File: src/rtl/word_serializer.sv
// Parallel-to-serial transmitter: takes one WIDTH-bit word over valid/ready and
// shifts it out one bit per cycle on a d/en strobe pair, counting finished words.
module word_serializer #(
  parameter int WIDTH     = 8,
  parameter bit LSB_FIRST = 1'b1,
  parameter int CNT_W     = 16
) (
  input  logic             clk,
  input  logic             rst,
  input  logic             in_valid,
  output logic             in_ready,
  input  logic [WIDTH-1:0] in_data,
  output logic             ser_en,
  output logic             ser_d,
  output logic             ser_last,
  output logic             busy,
  output logic [CNT_W-1:0] word_count
);

  localparam int BCW = $clog2(WIDTH);
  localparam logic [BCW-1:0] LAST_IDX = BCW'(WIDTH - 1);

  typedef enum logic [0:0] {
    IDLE  = 1'b0,
    SHIFT = 1'b1
  } state_t;

  state_t             state_q;
  logic [WIDTH-1:0]   shreg_q;
  logic [BCW-1:0]     bitcnt_q;
  logic               ser_en_q;
  logic               ser_d_q;
  logic               ser_last_q;
  logic               busy_q;
  logic [CNT_W-1:0]   word_count_q;

  logic               in_ready_s;
  logic               accept_s;
  logic               finish_s;

  function automatic logic head_bit(input logic [WIDTH-1:0] w);
    return LSB_FIRST ? w[0] : w[WIDTH-1];
  endfunction

  // Remove the head bit so the next one to send sits at the head position.
  function automatic logic [WIDTH-1:0] advance(input logic [WIDTH-1:0] w);
    return LSB_FIRST ? (w >> 1) : (w << 1);
  endfunction

  // Ready is decoded so a new word can be taken while the last bit is on the wire.
  always_comb begin
    in_ready_s = 1'b0;
    case (state_q)
      IDLE:    in_ready_s = 1'b1;
      SHIFT:   in_ready_s = (bitcnt_q == LAST_IDX);
      default: in_ready_s = 1'b0;
    endcase
    accept_s = in_valid && in_ready_s;
    finish_s = (state_q == SHIFT) && (bitcnt_q == LAST_IDX);
  end

  // Transmit FSM with registered serial outputs and completed-word counter.
  always_ff @(posedge clk or negedge rst) begin
    if (!rst) begin
      state_q      <= IDLE;
      shreg_q      <= '0;
      bitcnt_q     <= '0;
      ser_en_q     <= 1'b0;
      ser_d_q      <= 1'b0;
      ser_last_q   <= 1'b0;
      busy_q       <= 1'b0;
      word_count_q <= '0;
    end else begin
      if (finish_s) begin
        word_count_q <= word_count_q + CNT_W'(1);
      end
      if (accept_s) begin
        // The head bit goes straight to ser_d; the remainder waits in shreg_q.
        state_q    <= SHIFT;
        shreg_q    <= advance(in_data);
        bitcnt_q   <= '0;
        ser_en_q   <= 1'b1;
        ser_d_q    <= head_bit(in_data);
        ser_last_q <= 1'b0;
        busy_q     <= 1'b1;
      end else if (finish_s) begin
        state_q    <= IDLE;
        shreg_q    <= '0;
        bitcnt_q   <= '0;
        ser_en_q   <= 1'b0;
        ser_d_q    <= 1'b0;
        ser_last_q <= 1'b0;
        busy_q     <= 1'b0;
      end else if (state_q == SHIFT) begin
        shreg_q    <= advance(shreg_q);
        bitcnt_q   <= bitcnt_q + BCW'(1);
        ser_d_q    <= head_bit(shreg_q);
        ser_last_q <= ((bitcnt_q + BCW'(1)) == LAST_IDX);
      end else begin
        state_q <= IDLE;
      end
    end
  end

  assign in_ready   = in_ready_s;
  assign ser_en     = ser_en_q;
  assign ser_d      = ser_d_q;
  assign ser_last   = ser_last_q;
  assign busy       = busy_q;
  assign word_count = word_count_q;

endmodule

File: config.mk
export PLATFORM = sky130hd
export DESIGN_NAME = word_serializer
export DESIGN_NICKNAME = d
export VERILOG_FILES = /design/src/rtl/word_serializer.sv
export SDC_FILE = /design/constraint.sdc
export NUM_CORES = 1
export LEC_CHECK = 0
export ABC_AREA = 1
export BUFFER_PORTS_ARGS = -buffer_cell sky130_fd_sc_hd__buf_2
export CORE_UTILIZATION = 57
export CTS_CLUSTER_DIAMETER = 50
export DETAILED_ROUTE_END_ITERATION = 16
export PLACE_DENSITY = 0.83
export SYNTH_ARGS = -nofsm -noshare
export SYNTH_HDL_FRONTEND = slang
export SYNTH_SLANG_ARGS = --single-unit
export TNS_END_PERCENT = 30
File: constraint.sdc
create_clock -name clk -period 4 [get_ports clk]
set_input_delay 0 -clock clk [delete_from_list [all_inputs] [get_ports clk]]
set_output_delay 0 -clock clk [all_outputs]
set_load 0.01 [all_outputs]
==> flow_metrics.tcl <==
set metrics [dict create \
    antenna_cells 0 \
    start_kind "flop" \
    max_freq_ghz 0.5985 \
    grt_overflow 0 \
    drc 0 \
    ys_ff_latch 30 \
    root_buffer "clkbuf_4" \
    synth_edf_count 0 \
    die_x_um 53.18 \
    yosys.area_share.adder_pct 3.353 \
    rows 18 \
    p_total_uw 893.1 \
    synthXorXnorAreaFrac_pct 6.454 \
    worstPathRequired_ns 4.25 \
    core_um2 2477 \
    pin_count 32 \
    post-route-period-util_pct 41.77 \
    fin_skew_ns 0.01114 \
    whs_ns 0.2211 \
    syn-cell-area_um2 1493 \
    path_delay_family "simple AND/OR/NAND/NOR gates" \
    synthFlopType "dfrtp_1" \
    yosysWarnings 0 \
    finalNetCount 234 \
    peakVddDrop_mv 0.4212 \
    initial_core_util_pct 60.25 \
    reg2reg_depth 8 \
    synth_compound_area_share_pct 8.969 \
    die_h_um 53.18 \
    met1_length_um 1283 \
    finalHoldViolCount 0 \
    cap_violations 0 \
    worst-path-max-fanout 11 \
    cts_tree "done" \
    fillCellCount 201 \
    async_flop_share_pct 100.0 \
    status "finished, final reports clean" \
    worst_pin_slew_ns 0.6593 \
    synth.area.mux_share_pct 0 \
    tns_ns 0 \
    worst_hold_path_type "primary input to asynchronous set/reset pin" \
    synth_top_family_by_area "simple AND/OR/NAND/NOR gates" \
    hpwl_um 2158 \
    synth_commonest_cells "nand2_1, dfrtp_1, inv_1, a21oi_1" \
    synth-simple-area-share_pct 22.46 \
    syn_inst 174 \
    rsz0062_at_grt "no" \
    setup.worst_path.class "flop to flop" \
    routabilityCongestion 0.7746 \
    grt_pass1_wl_um 5209 \
    grt_start_max_net_pins 31 \
    cts.sinks 30 \
    syn2layout_area_growth_pct 21.46 \
    cts_buffer_depth 2 \
    finalSetupViolCount 0 \
    vias 1297 \
    slew_headroom_pct 56.04 \
    end_kind "flop" \
    clk_latency_ns 0.33 \
    synth_top_area_cell "dfrtp_1" \
    synth.top_cell.area_share_pct 50.29 \
    die_area_um2 2828 \
    cts_htree_levels 2 \
    syn_avg_cell_area_um2 8.579 \
    path_cells "ha_1, ha_1, inv_1, nand2_1, inv_1, nor2_4, a21oi_1, a21oi_1" \
    wl_met3_um 137 \
    cp.arrival_ns 1.93 \
    drt-total-wl_um 3082 \
    drive_gt1_share_pct 19.63 \
    drtPass1Iterations 4 \
    r2r_end "shreg_q[1]$_DFFE_PN0P_" \
    synth-seq-area-share_pct 50.29 \
    wl_met2_um 1599 \
    wl_per_cell_um 12.38 \
    post-synth-top-count-cell "nand2_1" \
    p_per_area_nw_per_um2 492.6 \
    postCtsSetupBuffers 0 \
    cts_inserted_buffers 5 \
    via_per_inst 5.209 \
    drtIter0Drc 34 \
    synth_area_leaders "dfrtp_1, nand2_1, inv_1" \
    r2r-start "bitcnt_q[1]$_DFFE_PN0P_" \
    maxSlewViolCount 0 \
    max_stage_delay_ns 0.38 \
    detail-route-antenna-nets 0 \
    routed.top_layer "met4" \
    utilization_pct 73.18 \
    regToRegSetupSlack_ns 2.33 \
    path_buf_inv 2 \
    ys_types 21 \
    power_leakage_nw 0.9904 \
    portBuffers 31 \
    path_clk_slew_ns 0.09 \
    crit_slowest_cell "dfrtp_1" \
    grt_pass1_vias 1251 \
    track_usage_pct 26.73 \
    synth.net_count 189 \
    antenna_found_initial 0 \
    fin_crit_ns 1.671 \
]
timing repair:
action                                 in CTS  in global routing
resized for setup                           0                  0
endpoints found under the hold margin      39                  0
hold buffers                               10                  0
routing by layer:
layer,vias to the layer above,track usage [%]
met5,-,0
met4,0,15.79
met3,8,6.609
met2,43,46.41
met1,613,29.13
li1,633,-
kinds of logic (layout without fill, tap and decap cells):
family          after synthesis  in the layout
buf+inv                      32             77
compound gates               26             26
simple gates                 71             71
fa+ha+maj                     4              4
xor+xnor                     11             11
flops                        30             30
power by group:
part           internal [mW]  switching [mW]  leakage (nW)  total [mW]
Sequential             0.378          0.0473         0.394       0.425
Combinational          0.121           0.180         0.571       0.301
Clock                 0.0661           0.100        0.0254       0.166
layout by cell type (no fill, tap or decap), drive strengths merged, types with 4 or more instances in the layout:
cell type     n
a21oi        13
buf          31
clkbuf        7
dfrtp        30
dlygate4sd3  10
ha            4
inv          28
nand2        42
nand3         6
nand4         4
nor2         17
o21ai        12
xnor2         6
xor2          5
worst register-to-register path: stages, from the launching register on:
cell and delay [ns]:
dfrtp_1 0.38, ha_1 0.16, ha_1 0.21, inv_1 0.06
nand2_1 0.22, inv_1 0.17, nor2_4 0.20, a21oi_1 0.09
a21oi_1 0.11
layout make-up:
| type | instances | area [um2] | share of cell area [%] |
|---|---|---|---|
| inverter | 29 | 108.9 | 6.004 |
| sequential | 30 | 750.7 | 41.41 |
| tap | 30 | 37.54 | 2.070 |
| multi-input combinational | 112 | 615.6 | 33.95 |
| timing repair buffer | 41 | 255.2 | 14.08 |
| clock buffer | 7 | 45.04 | 2.484 |
how the worst max path moves through the flow:
| stage | cells after the start | slack (ns) | endpoint | start |
|---|---|---|---|---|
| 2_1_floorplan | 8 | 2.60 | shreg_q[0]$_DFFE_PN0P_ | bitcnt_q[1]$_DFFE_PN0P_ |
| 3_3_place_gp | 8 | 2.42 | shreg_q[3]$_DFFE_PN0P_ | bitcnt_q[1]$_DFFE_PN0P_ |
| 3_5_place_dp | 8 | 2.35 | shreg_q[5]$_DFFE_PN0P_ | bitcnt_q[1]$_DFFE_PN0P_ |
| 4_1_cts | 8 | 2.33 | shreg_q[5]$_DFFE_PN0P_ | bitcnt_q[1]$_DFFE_PN0P_ |
| 5_1_grt | 8 | 2.15 | shreg_q[3]$_DFFE_PN0P_ | bitcnt_q[1]$_DFFE_PN0P_ |
| 6_report | 8 | 2.33 | shreg_q[1]$_DFFE_PN0P_ | bitcnt_q[1]$_DFFE_PN0P_ |
flip-flops by register name (all words and copies together) (netlist names):
| name | count |
|---|---|
| word_count | 16 |
| ser_d | 1 |
| bitcnt_q | 3 |
| state_q | 1 |
| shreg_q | 7 |
| ser_last | 1 |
| busy | 1 |
per-stage QoR:
step                      setup slack [ns]  cells  cell area [um2]
final                                2.329    249             1813
after global placement               2.421    232             1668
after detailed placement             2.351    232             1668
after CTS                            2.334    249             1813
after global routing                 2.153    249             1813
after floorplan                      2.601    174             1493
Power figures use the tool's default switching activity.
